**config.mk**
```make
export PLATFORM = sky130hd
export DESIGN_NAME = alu_job_arbiter_flat
export DESIGN_NICKNAME = d
export VERILOG_FILES = /design/src/rtl/alu_job_arbiter_if.sv /design/src/rtl/alu_job_arbiter.sv /design/src/flat_wrapper.sv
export SDC_FILE = /design/constraint.sdc
export NUM_CORES = 1
export LEC_CHECK = 0
export CAP_MARGIN = 10
export CORE_MARGIN = 4
export CORE_UTILIZATION = 25
export CTS_CLUSTER_DIAMETER = 80
export DETAILED_ROUTE_END_ITERATION = 16
export DONT_BUFFER_PORTS = 1
export HOLD_SLACK_MARGIN = 0.15
export SYNTH_ARGS = -nofsm -noshare
export SYNTH_HDL_FRONTEND = slang
export SYNTH_SLANG_ARGS = --single-unit
```
**constraint.sdc**
```tcl
create_clock -name clk -period 2.1 [get_ports clk]
set_input_delay 0.21 -clock clk [delete_from_list [all_inputs] [get_ports clk]]
set_output_delay 0.21 -clock clk [all_outputs]
set_load 0.05 [all_outputs]
```
**src/rtl/alu_job_arbiter_if.sv**
```systemverilog
// rtl/alu_job_arbiter_if.sv - Avalon-MM style ALU slave bus shared by the job arbiter
interface alu_job_arbiter_if;
    logic [2:0]  avs_address;
    logic [31:0] avs_write_data;
    logic        avs_write;
    logic        avs_read;
    logic [31:0] avs_read_data;

    modport master (
        output avs_address,
        output avs_write_data,
        output avs_write,
        output avs_read,
        input  avs_read_data
    );

    modport slave (
        input  avs_address,
        input  avs_write_data,
        input  avs_write,
        input  avs_read,
        output avs_read_data
    );
endinterface

```
**src/rtl/alu_job_arbiter.sv**
```systemverilog
// rtl/alu_job_arbiter.sv - round-robin job arbiter sequencing a shared register-mapped ALU
module alu_job_arbiter #(
    parameter int N_REQ       = 4,
    parameter int WAIT_CYCLES = 2
) (
    input  logic                  clk,
    input  logic                  rst_n,
    input  logic [N_REQ-1:0]      req,
    input  logic [16*N_REQ-1:0]   req_op_a,
    input  logic [16*N_REQ-1:0]   req_op_b,
    input  logic [4*N_REQ-1:0]    req_opcode,
    output logic [N_REQ-1:0]      req_ack,
    output logic [N_REQ-1:0]      rsp_valid,
    output logic [31:0]           rsp_data,
    output logic                  rsp_err,
    output logic                  busy,
    alu_job_arbiter_if.master     avs
);
    localparam int IDX_W = $clog2(N_REQ);

    typedef enum logic [2:0] {IDLE, WR_A, WR_B, WR_OP, WAIT, RD, REJ, RSP} state_t;

    state_t           state;
    logic [IDX_W-1:0] last_grant;
    logic [IDX_W-1:0] winner;
    logic [15:0]      job_b;
    logic [3:0]       job_op;
    logic [3:0]       cnt;

    logic             grant_found;
    logic [IDX_W-1:0] grant_idx;
    logic [IDX_W-1:0] cand;
    logic [15:0]      grant_a;
    logic [15:0]      grant_b;
    logic [3:0]       grant_op;
    logic             grant_rej;

    // Search starts one past the last winner so every requester gets a turn.
    always_comb begin
        grant_found = 1'b0;
        grant_idx   = '0;
        cand        = '0;
        for (int k = 1; k <= N_REQ; k++) begin
            cand = IDX_W'((int'(last_grant) + k) % N_REQ);
            if (!grant_found && req[cand]) begin
                grant_found = 1'b1;
                grant_idx   = cand;
            end
        end
        grant_a   = 16'(req_op_a >> (16 * grant_idx));
        grant_b   = 16'(req_op_b >> (16 * grant_idx));
        grant_op  = 4'(req_opcode >> (4 * grant_idx));
        grant_rej = (grant_op > 4'd5) || (grant_op == 4'd3 && grant_b == 16'h0);
    end

    always_ff @(posedge clk) begin
        if (!rst_n) begin
            state              <= IDLE;
            last_grant         <= IDX_W'(N_REQ - 1);
            winner             <= '0;
            job_b              <= '0;
            job_op             <= '0;
            cnt                <= '0;
            req_ack            <= '0;
            rsp_valid          <= '0;
            rsp_data           <= '0;
            rsp_err            <= 1'b0;
            busy               <= 1'b0;
            avs.avs_address    <= '0;
            avs.avs_write_data <= '0;
            avs.avs_write      <= 1'b0;
            avs.avs_read       <= 1'b0;
        end else begin
            req_ack            <= '0;
            rsp_valid          <= '0;
            rsp_data           <= '0;
            rsp_err            <= 1'b0;
            avs.avs_address    <= '0;
            avs.avs_write_data <= '0;
            avs.avs_write      <= 1'b0;
            avs.avs_read       <= 1'b0;
            case (state)
                IDLE: begin
                    if (grant_found) begin
                        winner     <= grant_idx;
                        last_grant <= grant_idx;
                        job_b      <= grant_b;
                        job_op     <= grant_op;
                        req_ack    <= N_REQ'(1) << grant_idx;
                        busy       <= 1'b1;
                        if (grant_rej) begin
                            state <= REJ;
                        end else begin
                            state              <= WR_A;
                            avs.avs_write      <= 1'b1;
                            avs.avs_write_data <= {16'h0, grant_a};
                        end
                    end
                end
                WR_A: begin
                    state              <= WR_B;
                    avs.avs_write      <= 1'b1;
                    avs.avs_address    <= 3'd1;
                    avs.avs_write_data <= {16'h0, job_b};
                end
                WR_B: begin
                    state              <= WR_OP;
                    avs.avs_write      <= 1'b1;
                    avs.avs_address    <= 3'd2;
                    avs.avs_write_data <= {28'h0, job_op};
                end
                WR_OP: begin
                    state <= WAIT;
                    cnt   <= 4'(WAIT_CYCLES - 1);
                end
                WAIT: begin
                    if (cnt == 4'd0) begin
                        state           <= RD;
                        avs.avs_read    <= 1'b1;
                        avs.avs_address <= 3'd3;
                    end else begin
                        cnt <= cnt - 4'd1;
                    end
                end
                RD: begin
                    state     <= RSP;
                    rsp_valid <= N_REQ'(1) << winner;
                    rsp_data  <= avs.avs_read_data;
                end
                REJ: begin
                    state     <= RSP;
                    rsp_valid <= N_REQ'(1) << winner;
                    rsp_err   <= 1'b1;
                end
                RSP: begin
                    state <= IDLE;
                    busy  <= 1'b0;
                end
                default: begin
                    state <= IDLE;
                    busy  <= 1'b0;
                end
            endcase
        end
    end
endmodule

```
**src/flat_wrapper.sv**
```systemverilog
// flat-port wrapper written by rule: the top's interface ports become plain ports
module alu_job_arbiter_flat 
#(
    parameter int N_REQ       = 4,
    parameter int WAIT_CYCLES = 2
)
  (clk, rst_n, req, req_op_a, req_op_b, req_opcode, req_ack, rsp_valid, rsp_data, rsp_err, busy, avs_avs_address, avs_avs_write_data, avs_avs_write, avs_avs_read, avs_avs_read_data);
  alu_job_arbiter_if avs_i ();
  input  logic clk;
  input  logic rst_n;
  input  logic [N_REQ-1:0] req;
  input  logic [16*N_REQ-1:0] req_op_a;
  input  logic [16*N_REQ-1:0] req_op_b;
  input  logic [4*N_REQ-1:0] req_opcode;
  output logic [N_REQ-1:0] req_ack;
  output logic [N_REQ-1:0] rsp_valid;
  output logic [31:0] rsp_data;
  output logic rsp_err;
  output logic busy;
  output wire logic [$bits(avs_i.avs_address)-1:0] avs_avs_address;
  output wire logic [$bits(avs_i.avs_write_data)-1:0] avs_avs_write_data;
  output wire logic [$bits(avs_i.avs_write)-1:0] avs_avs_write;
  output wire logic [$bits(avs_i.avs_read)-1:0] avs_avs_read;
  input wire logic [$bits(avs_i.avs_read_data)-1:0] avs_avs_read_data;
  assign avs_avs_address = avs_i.avs_address;
  assign avs_avs_write_data = avs_i.avs_write_data;
  assign avs_avs_write = avs_i.avs_write;
  assign avs_avs_read = avs_i.avs_read;
  assign avs_i.avs_read_data = avs_avs_read_data;
  alu_job_arbiter #(.N_REQ(N_REQ), .WAIT_CYCLES(WAIT_CYCLES)) u_core (.clk(clk), .rst_n(rst_n), .req(req), .req_op_a(req_op_a), .req_op_b(req_op_b), .req_opcode(req_opcode), .req_ack(req_ack), .rsp_valid(rsp_valid), .rsp_data(rsp_data), .rsp_err(rsp_err), .busy(busy), .avs(avs_i));
endmodule
```
==> flow_summary.ini <==
[yosys]
synthCells = 558
async_flop_share_pct = 0
ys_seq_area_share_pct = 39.7
synth.area.mux_share_pct = 5.69
synth-simple-area-share_pct = 29.1
avgSynthCellArea_um2 = 8.40
synth_edf_count = 0
synth_compound_area_share_pct = 17.3
netlist_area_um2 = 4680
synth_top_family_by_area = simple AND/OR/NAND/NOR gates
synthXorXnorAreaFrac_pct = 0.374
synth-seq-cells = 93
netlist-cell-type-count = 56
synth_warnings = 0
ys.flop_type = dfxtp_1
synthAdderAreaFrac_pct = 0.534

[clock_network]
cts_max_level = 3
insertion_delay_ns = 0.33
cts_root_buf = clkbuf_16
clk_path_buf_depth = 2
clock-sinks = 93
numCtsBuffers = 9
clk_pin_slew_ns = 0.07
cts_tree = done

[timing]
setup_ws_ns = -0.360
rsz0062_at_grt = true
tightestPinTransition_ns = 1.21
hold_viol = 0
slew_viol_final = 0
finalSetupTns_ns = -6.31
setup_viol = 21
slew_headroom_pct = 18.9
max_freq_mhz = 407
min_period_over_period_pct = 117
min_period_ns = 2.46
finalClockSkew_ns = 0.00964

[worst_setup_path]
cp_slowest_cell = dfxtp_4
cp.buffers_inverters = 2
crit_path_end_kind = register
required_ns = 2.35
worstPathCellList = nand2b_4, a21o_1, o211a_4, buf_8, mux2i_2, mux2_4, and4b_1, a31oi_4, buf_12, nand2_8, o32ai_2
regToRegStartpoint = u_core.last_grant[1]$_SDFFE_PN1P_
critical_path_class = reg -> reg
r2r_cells = 11
critPathTopFamily = compound AO/OA/AOI/OAI gates
arrival_ns = 2.71
reg2reg_setup_slack_ns = -0.36
critPathMaxFanout = 7
r2r_end = u_core.avs.avs_write_data[1]$_SDFF_PN0_
crit_path_start_kind = register
max_stage_delay_ns = 0.37

[run_status]
violations = setup timing
status = finished, violations left

[placement]
gp_congestion = 0.843
place_hpwl_um = 11900
port_buffers = 0
place_ws_ns = -0.497

[die]
row_count = 49
dieArea_um2 = 21000
die_h_um = 145
fp.coreArea_um2 = 18200
io_pins = 261
dieWidth_um = 145
start_util_pct = 25.7

[detailed_routing]
drc = 0
first_pass_iters = 6
drt-initial-drc-count = 192
wl_per_cell_um = 18.2
antenna_left = 0
vias_per_cell = 4.85
routed-via-count = 4140
totalWireLength_um = 15500

[global_routing]
track_usage_pct = 13.6
gr-total-overflow = 0
grt_antenna_before_repair = 0
grt_pass1_wl_um = 22000
grt_start_max_net_pins = 38
grt_pass1_vias = 3971

[min_path]
hold_end = u_core.avs.avs_write_data[1]$_SDFF_PN0_
hold_path.class = in -> reg
whs_path_depth = 3
hold_start = req_op_a[33]

[finish]
nFillCells = 1876
nNetsFinal = 803
layout_commonest_cell = nand2_1
final_cell_mix = nand2_1, dfxtp_1, and2_1
area_delta_synth_final_pct = 30.6
diodes = 0
drive_gt1_share_pct = 21.3

[power]
power_leakage_nw = 2.52
power.density_nw_per_um2 = 1420
vdd_drop_max_mv = 0.590

[run]
drv_cap = 0
worst max path at each step:
stage / start / to / slack [ns] / depth (start not counted)
final: u_core.last_grant[1]$_SDFFE_PN1P_ / u_core.avs.avs_write_data[1]$_SDFF_PN0_ / -0.36 / 11
after global routing: u_core.last_grant[1]$_SDFFE_PN1P_ / u_core.avs.avs_write_data[1]$_SDFF_PN0_ / -0.47 / 11
after CTS: u_core.last_grant[1]$_SDFFE_PN1P_ / u_core.avs.avs_write_data[7]$_SDFF_PN0_ / -0.36 / 11
after detailed placement: u_core.last_grant[1]$_SDFFE_PN1P_ / u_core.avs.avs_write_data[3]$_SDFF_PN0_ / -0.50 / 10
after global placement: u_core.last_grant[1]$_SDFFE_PN1P_ / u_core.avs.avs_write_data[0]$_SDFF_PN0_ / -0.43 / 10
after floorplan: u_core.last_grant[1]$_SDFFE_PN1P_ / u_core.state[0]$_SDFFE_PN0P_ / -0.17 / 10
metrics by stage:
stage                     cell area (um2)  power [mW]  util, %  instances  hold slack [ns]
after floorplan                      4820        5.35        -        574            0.332
after global placement               5130        6.44     28.2        792            0.304
after detailed placement             5130        6.47     28.2        792            0.296
after CTS                            5950        8.48     32.7        851            0.185
after global routing                 6120        9.23     33.6        853            0.187
final                                6120        8.69     33.6        853            0.197
worst register-to-register path: stages (launching register included):
cell and delay [ns]:
dfxtp_4 0.37, nand2b_4 0.13, a21o_1 0.21, o211a_4 0.19, buf_8 0.15, mux2i_2 0.15, mux2_4 0.28, and4b_1 0.22
a31oi_4 0.19, buf_12 0.16, nand2_8 0.07, o32ai_2 0.27
cells in the mapped netlist, types with 3 or more instances:
| master | number | area share [%] |
|---|---|---|
| a211oi_1 | 8 | 1.3 |
| a21boi_0 | 8 | 1.3 |
| a21oi_1 | 19 | 2.0 |
| a21oi_2 | 4 | 0.75 |
| a22oi_1 | 9 | 1.4 |
| a31oi_1 | 12 | 1.6 |
| a32o_1 | 12 | 2.6 |
| and2_1 | 42 | 5.6 |
| and3_1 | 31 | 4.1 |
| buf_1 | 3 | 0.24 |
| buf_2 | 11 | 1.2 |
| buf_4 | 17 | 2.7 |
| clkbuf_1 | 21 | 1.7 |
| dfxtp_1 | 93 | 40 |
| inv_1 | 3 | 0.24 |
| mux2_2 | 5 | 1.2 |
| mux2i_1 | 21 | 4.5 |
| nand2_1 | 125 | 10 |
| nand2b_1 | 6 | 0.80 |
| nor2_1 | 14 | 1.1 |
| nor2b_1 | 15 | 2.0 |
| nor3_1 | 14 | 1.5 |
| nor3b_1 | 3 | 0.48 |
| nor4_1 | 4 | 0.53 |
| o21ai_0 | 12 | 1.3 |
| o32ai_2 | 4 | 1.4 |
| or4_1 | 4 | 0.64 |
area by class of cell:
type	instances	area, um2	area share, %
multi-input combinational	422	2780	45.4
clock inverter	6	61.3	1.00
tap	229	287	4.68
clock buffer	10	229	3.74
timing repair buffer	90	886	14.5
sequential	93	1870	30.5
inverter	3	11.3	0.184
kinds of logic after synthesis:
logic type                 after synthesis
other                                    1
xor gates and xnor gates                 2
muxes                                   26
adders and majority gates                2
and+or+nand+nor                        269
buffers and inverters                   59
AOI/OAI and AO/OA                      106
DFF                                     93
report_power, final:
group	internal, mW	switching [mW]
Clock	0.921	0.671
Sequential	2.16	0.823
Combinational	1.93	2.19
Total	5.01	3.68
sequential cells by signal, indices dropped and copies added, names as in the netlist:
register                   count
u_core.rsp_data               32
u_core.avs.avs_write_data     16
u_core.job_b                  16
u_core.cnt                     4
u_core.job_op                  4
u_core.req_ack                 4
u_core.rsp_valid               4
u_core.state                   3
u_core.avs.avs_address         2
u_core.last_grant              2
u_core.winner                  2
u_core.avs.avs_read            1
u_core.avs.avs_write           1
u_core.busy                    1
u_core.rsp_err                 1
metal layers:
layer | GRT usage, % | wire length [um] | up-vias
met2 | 22.8 | 7460 | 186
met3 | 3.09 | 1310 | 21
met5 | 0 | 0 | -
met4 | 4.22 | 231 | 0
li1 | - | - | 2024
met1 | 17.4 | 6520 | 1909
timing repair:
| action | 4_1_cts | 5_1_grt |
|---|---|---|
| endpoints found under the hold margin | 67 | 0 |
| setup buffers | 9 | 2 |
| cloned | 1 | 0 |
| gates resized for setup | 19 | 34 |
| pin swaps | 10 | 9 |
| hold buffers | 33 | 0 |
| setup endpoints to repair | 28 | 32 |
(Power assumes the default switching activity.)
